$ cat config.mk
export PLATFORM = sky130hd
export DESIGN_NAME = tx_fifo
export DESIGN_NICKNAME = d
export VERILOG_FILES = /design/src/rtl/tx_fifo_pkg.sv /design/src/rtl/tx_fifo_mem.sv /design/src/rtl/tx_fifo.sv
export SDC_FILE = /design/constraint.sdc
export NUM_CORES = 1
export LEC_CHECK = 0
export ABC_AREA = 1
export CAP_MARGIN = 20
export CORE_ASPECT_RATIO = 0.5
export CORE_UTILIZATION = 65
export DETAILED_ROUTE_END_ITERATION = 10
export PLACE_DENSITY = 0.92
export SLEW_MARGIN = 5
export SYNTH_ARGS = -nofsm -noshare
export SYNTH_HDL_FRONTEND = slang
export SYNTH_SLANG_ARGS = --single-unit
$ cat constraint.sdc
create_clock -name i_clk -period 3.43 [get_ports i_clk]
set_input_delay 0.686 -clock i_clk [delete_from_list [all_inputs] [get_ports i_clk]]
set_output_delay 0.686 -clock i_clk [all_outputs]
set_load 0.01 [all_outputs]
$ cat src/rtl/tx_fifo_pkg.sv
`default_nettype none
// =============================================================================
// tx_fifo_pkg : shared UART-path constants and the transmit-FIFO FSM states
// Rev 1.0
// =============================================================================
package tx_fifo_pkg;

    localparam int c_WIDTH_DATA = 8;

    typedef enum logic [1:0] {
        ST_IDLE  = 2'd0,
        ST_ISSUE = 2'd1,
        ST_BUSY  = 2'd2,
        ST_HOLD  = 2'd3
    } tx_state_t;

endpackage
`default_nettype wire

$ cat src/rtl/tx_fifo_mem.sv
`default_nettype none
// =============================================================================
// tx_fifo_mem : synchronous-write, combinational-read register array
// Rev 1.0
// =============================================================================
module tx_fifo_mem #(
    parameter int WIDTH_DATA = 8,
    parameter int DEPTH_LOG2 = 4
) (
    input  logic                  i_clk,
    input  logic                  i_wr_en,
    input  logic [DEPTH_LOG2-1:0] i_wr_addr,
    input  logic [WIDTH_DATA-1:0] i_wr_data,
    input  logic [DEPTH_LOG2-1:0] i_rd_addr,
    output logic [WIDTH_DATA-1:0] o_rd_data
);

    localparam int c_DEPTH = 1 << DEPTH_LOG2;

    logic [WIDTH_DATA-1:0] r_mem [0:c_DEPTH-1];

    always_ff @(posedge i_clk) begin
        if (i_wr_en) begin
            r_mem[i_wr_addr] <= i_wr_data;
        end
    end

    assign o_rd_data = r_mem[i_rd_addr];

endmodule
`default_nettype wire

$ cat src/rtl/tx_fifo.sv
`default_nettype none
// =============================================================================
// tx_fifo : transmit FIFO feeding the UART transmitter via we / holding-empty
//           handshake. Optional TX_FIFO_OVF_EN adds sticky overflow flag o_ovf.
// Rev 1.0
// =============================================================================
module tx_fifo
    import tx_fifo_pkg::*;
#(
    parameter int WIDTH_DATA = c_WIDTH_DATA,
    parameter int DEPTH_LOG2 = 4
) (
    input  logic                  i_clk,
    input  logic                  i_rst,
    input  logic                  i_we,
    input  logic [WIDTH_DATA-1:0] i_data,
    output logic                  o_full,
    output logic                  o_empty,
    output logic [DEPTH_LOG2:0]   o_count,
    input  logic                  i_tx_mty,
    output logic                  o_tx_we,
    output logic [WIDTH_DATA-1:0] o_tx_data
`ifdef TX_FIFO_OVF_EN
    ,
    output logic                  o_ovf
`endif
);

    localparam logic [DEPTH_LOG2:0] c_DEPTH = {1'b1, {DEPTH_LOG2{1'b0}}};

    logic [DEPTH_LOG2-1:0] r_wr_ptr;
    logic [DEPTH_LOG2-1:0] r_rd_ptr;
    logic [DEPTH_LOG2:0]   r_count;
    logic [WIDTH_DATA-1:0] r_tx_data;
    logic [WIDTH_DATA-1:0] w_rd_data;
    tx_state_t             r_state;
    tx_state_t             w_state_next;
    logic                  w_pop;
    logic                  w_push;
    logic                  w_tx_we;

    assign o_empty   = (r_count == '0);
    assign o_full    = (r_count == c_DEPTH);
    assign o_count   = r_count;
    assign o_tx_data = r_tx_data;
    assign o_tx_we   = w_tx_we;

    // A pop frees a slot in the same cycle, so a push at full is still taken.
    assign w_pop  = (r_state == ST_IDLE) && !o_empty && i_tx_mty;
    assign w_push = i_we && (!o_full || w_pop);

    tx_fifo_mem #(
        .WIDTH_DATA (WIDTH_DATA),
        .DEPTH_LOG2 (DEPTH_LOG2)
    ) u_mem (
        .i_clk     (i_clk),
        .i_wr_en   (w_push),
        .i_wr_addr (r_wr_ptr),
        .i_wr_data (i_data),
        .i_rd_addr (r_rd_ptr),
        .o_rd_data (w_rd_data)
    );

    always_ff @(posedge i_clk) begin
        if (i_rst) begin
            r_wr_ptr  <= '0;
            r_rd_ptr  <= '0;
            r_count   <= '0;
            r_tx_data <= '1;
            r_state   <= ST_IDLE;
        end else begin
            r_state <= w_state_next;
            if (w_push) begin
                r_wr_ptr <= r_wr_ptr + 1'b1;
            end
            if (w_pop) begin
                r_rd_ptr  <= r_rd_ptr + 1'b1;
                r_tx_data <= w_rd_data;
            end
            case ({w_push, w_pop})
                2'b10:   r_count <= r_count + 1'b1;
                2'b01:   r_count <= r_count - 1'b1;
                default: r_count <= r_count;
            endcase
        end
    end

    // BUSY waits for the transmitter to take the strobe; HOLD waits for it to
    // latch the word at start-of-frame before another word may be offered.
    always_comb begin
        w_state_next = r_state;
        w_tx_we      = 1'b0;
        case (r_state)
            ST_IDLE: begin
                if (w_pop) begin
                    w_state_next = ST_ISSUE;
                end
            end
            ST_ISSUE: begin
                w_tx_we      = 1'b1;
                w_state_next = ST_BUSY;
            end
            ST_BUSY: begin
                if (!i_tx_mty) begin
                    w_state_next = ST_HOLD;
                end
            end
            ST_HOLD: begin
                if (i_tx_mty) begin
                    w_state_next = ST_IDLE;
                end
            end
            default: w_state_next = ST_IDLE;
        endcase
    end

`ifdef TX_FIFO_OVF_EN
    logic r_ovf;

    always_ff @(posedge i_clk) begin
        if (i_rst) begin
            r_ovf <= 1'b0;
        end else if (i_we && !w_push) begin
            r_ovf <= 1'b1;
        end
    end

    assign o_ovf = r_ovf;
`endif

endmodule
`default_nettype wire

==> impl.org <==
** CTS
- The H-tree generated during clock tree synthesis spans 4 levels.
- TritonCTS created 17 clock buffers.
- Post-CTS Setup Inserts :: 0
- Worst skew pair latency :: between 0.4 and 0.5 ns
- Clock Tree Root :: sky130_fd_sc_hd__clkbuf_16
- Clock transition at the register clock pins on the worst setup and hold paths after CTS :: approximately 0.060 ns
- Clock tree synthesis found a total of 151 sinks.
- CTS resizes :: 0
- Number of buffers on the longest clock path :: 2
- The number of hold buffers added after CTS was 0.
- TritonCTS built the clock tree.

** Yosys
- Of the post-synthesis cell area, the dominant cell type holds 0.591.
- By area the synthesized netlist is led by sky130_fd_sc_hd__edfxtp_1, sky130_fd_sc_hd__nand2_1, sky130_fd_sc_hd__dfxtp_1.
- Post-synth EDFFs :: approximately 130
- Yosys top cell by area :: sky130_fd_sc_hd__edfxtp_1
- After synthesis, the share of flip-flops with an asynchronous set or reset is 0.
- Synthesis produced 623 cells.
- After synthesis the cells add up to 6500 um2.
- Warning count from the yosys run :: 0
- Prevailing post-synth register cell :: sky130_fd_sc_hd__edfxtp_1
- The synthesized netlist contains 29 unique library cells.
- Average footprint of a synthesized cell :: 10.4 um2
- After synthesis the netlist holds a flip-flop and latch count of between 150 and 200.
- Seq/Total Area, Yosys :: 0.662
- Post-Synthesis Net Count :: approximately 650

** GRT
- The first global-routing pass estimated around 25 mm of wire.
- Global-route congestion overflow total :: 0
- Busiest layer in global routing :: met2
- Antenna violations before repair :: 0
- Vias in the first global route :: around 4,700
- Met2 Track Usage GR :: 0.516
- Total track usage :: 0.340
- Fraction of met3 tracks used by global routing :: 0.114
- Largest net degree at the start of global routing :: 76
- Grt met1 use :: 0.440

** Timing
- Clock period minus final worst setup slack :: 2.69 ns
- Setup Total Neg Slack :: 0 ns
- Worst slew margin relative to its limit :: 0.354
- Final hold slack :: just under 0.5 ns
- Clock tree skew after final layout :: 0.00814 ns
- The number of max-slew violations in the final report was 0.
- Of the available clock period, the critical path in the final layout requires 0.784.
- Tightest Pin Transition :: around 0.97 ns
- Setup repair after global routing left no endpoint under its margin.
- Setup violations remaining at the end of the flow were counted as 0.
- Achievable Freq :: approximately 370 MHz
- Number of hold-slack violations in the final timing report :: 0

** Die
- Initial standard-cell utilization of the core :: 0.679
- In this run the standard cell core region covers between 9000 and 10,000 um2.
- 28 I/O pins were placed.
- Placement Rows :: 25
- Chip height :: a little over 70 um
- Die X-Extent :: 143 um
- The die covers between 10,000 and 15,000 um2.

** Worst setup path
- The most critical setup path has its startpoint at i_tx_mty.
- Kind of end point of the critical path :: register
- The worst register-to-register path begins at r_state[0].
- STA classifies the critical path startpoint as an input port.
- Largest fanout on the critical path :: 15
- Crit path arrival time :: roughly 3.0 ns
- Kind of critical path :: in -> reg
- Setup slack, reg-to-reg :: ~0.87 ns
- In this run the critical register-to-register path is captured at o_count[4].
- Depth of the worst register-to-register path :: 15
- For the worst setup path, the data required time is about 3.8 ns.

** Final layout
- From synthesis to final layout, the design area changed by 13.7%.
- Most common cell after layout, fill and taps aside :: sky130_fd_sc_hd__nand2_1
- In the final layout, the share of cells above drive strength 1 is 0.0686.
- Total number of nets in the final design :: between 600 and 700
- Area taken by flip-flops and latches :: about 4300 um2
- Filler cell count in the final layout :: slightly above 500
- The top cell types in the final layout, fill and taps aside, are sky130_fd_sc_hd__nand2_1, sky130_fd_sc_hd__edfxtp_1, sky130_fd_sc_hd__nor2_1.
- Total area of multi-input combinational cells :: between 1500 and 2000 um2
- Final std cells w/o fill :: 791
- After routing the design area is 7390 um2.
- Antenna fix cells :: 0

** Worst hold path
- For hold timing, the worst endpoint is o_tx_data[7].
- Counting instances, the worst hold path has a depth of 2.
- In this run the most critical hold path is launched from o_tx_data[7].
- The tightest min-delay check is of the reg -> reg type.

** Power
- Summed over all cells, the static leakage comes to 2.86 nW.
- Across the VDD grid, the largest voltage drop is between 0.0005 and 0.0006 V.
- In this run the power density over the cells is slightly below 800 nW/um2.

** Detailed routing
- Once detail routing completed, the nets flagged for antenna violations numbered 0.
- Routed length per placed instance :: just over 20 um
- After detailed routing, the number of vias per cell comes to roughly 6.4.
- Number of vias in the routed layout :: ~5,000
- The first detailed-routing pass took 10 iterations.
- Detailed Route Iter0 Violations :: 905
- In the routed design, unresolved DRC markers number 0.
- The routed design has 16.4 mm of wire.

** Placement
- RD Place Congestion :: 0.852
- The placed instances occupy a cell area of approximately 6800 um2.
- Total half-perimeter wirelength after legalization and detailed placement :: between 9 and 10 mm
- Counting tap cells, the placed design contains a total of 760 instances.
- I/O Buffers :: 27

** Status
- The run finished with clean final reports.

** Flow run
- Maximum capacitance violations :: 0
where the power goes:
group,switching (mW),internal (mW),total [mW],leakage [nW]
combinational,1.11,0.523,1.64,1.23
sequential,0.0847,2.11,2.20,1.35
clock,0.726,1.20,1.93,0.283
critical path, cell delays in order:
cell,delay (ns)
sky130_fd_sc_hd__clkdlybuf4s50_1,0.51
sky130_fd_sc_hd__nand2_1,0.06
sky130_fd_sc_hd__inv_1,0.13
sky130_fd_sc_hd__nand2_2,0.22
sky130_fd_sc_hd__inv_2,0.25
sky130_fd_sc_hd__nand2_2,0.11
sky130_fd_sc_hd__inv_1,0.13
sky130_fd_sc_hd__ha_1,0.29
sky130_fd_sc_hd__a21oi_1,0.19
sky130_fd_sc_hd__nand3_1,0.10
sky130_fd_sc_hd__nand2_1,0.11
sky130_fd_sc_hd__nand3_1,0.08
sky130_fd_sc_hd__nand2_1,0.08
sky130_fd_sc_hd__nor2_1,0.04
synthesized netlist by cell type (7+ instances only):
cell type                  instances
sky130_fd_sc_hd__o21ai_0          15
sky130_fd_sc_hd__nand3_1          50
sky130_fd_sc_hd__edfxtp_1        128
sky130_fd_sc_hd__buf_2             9
sky130_fd_sc_hd__o21ai_1          20
sky130_fd_sc_hd__inv_1            26
sky130_fd_sc_hd__ha_1             13
sky130_fd_sc_hd__dfxtp_1          23
sky130_fd_sc_hd__clkbuf_1          7
sky130_fd_sc_hd__nand2_1         194
sky130_fd_sc_hd__a21oi_1          21
sky130_fd_sc_hd__nor2_1           76
worst max-delay path by stage:
stage	slack [ns]	endpoint	cells past startpoint
after global placement	0.52	o_count[4]	12
after global routing	0.57	o_count[4]	14
after detailed placement	0.41	o_count[4]	14
final	0.74	o_count[4]	14
after CTS	0.80	o_count[4]	14
after floorplan	1.39	o_count[4]	11
final cells by class:
cell class | count | share of cell area
Multi-Input combinational cell | 411 | 0.256
Timing Repair Buffer | 30 | 0.0396
Clock inverter | 14 | 0.0249
Clock buffer | 17 | 0.0575
Inverter | 33 | 0.0168
Sequential cell | 151 | 0.582
Tap cell | 135 | 0.0229
registers in the layout (all words and copies together), names as in the netlist:
register     cells
o_tx_data        8
o_count          5
u_mem.r_mem    128
r_wr_ptr         4
r_rd_ptr         4
r_state          2
metal layers:
metal	routed length, um	share of wire	vias to the layer above
li1	-	-	2132
met1	5790	0.35	2298
met2	7420	0.45	485
met3	2330	0.14	109
met4	917	0.056	0
met5	0	0	-
cell families after synthesis:
| group | Yosys count | synth area share |
|---|---|---|
| and+or+nand+nor | 329 | 0.203 |
| DFF | 151 | 0.662 |
| AOI/OAI and AO/OA | 64 | 0.0539 |
| buffers and inverters | 61 | 0.0473 |
| adders and majority gates | 14 | 0.0281 |
| xor gates and xnor gates | 3 | 0.00404 |
| muxes | 1 | 0.00154 |
stage by stage:
step / utilization / total power [mW] / setup slack [ns]
floorplan: - / 3.29 / 1.39
global placement: 0.709 / 3.68 / 0.515
detailed placement: 0.709 / 3.74 / 0.407
CTS: 0.772 / 5.70 / 0.805
global route: 0.772 / 5.98 / 0.568
finish: 0.772 / 5.77 / 0.741
(Power assumes the default switching activity.)
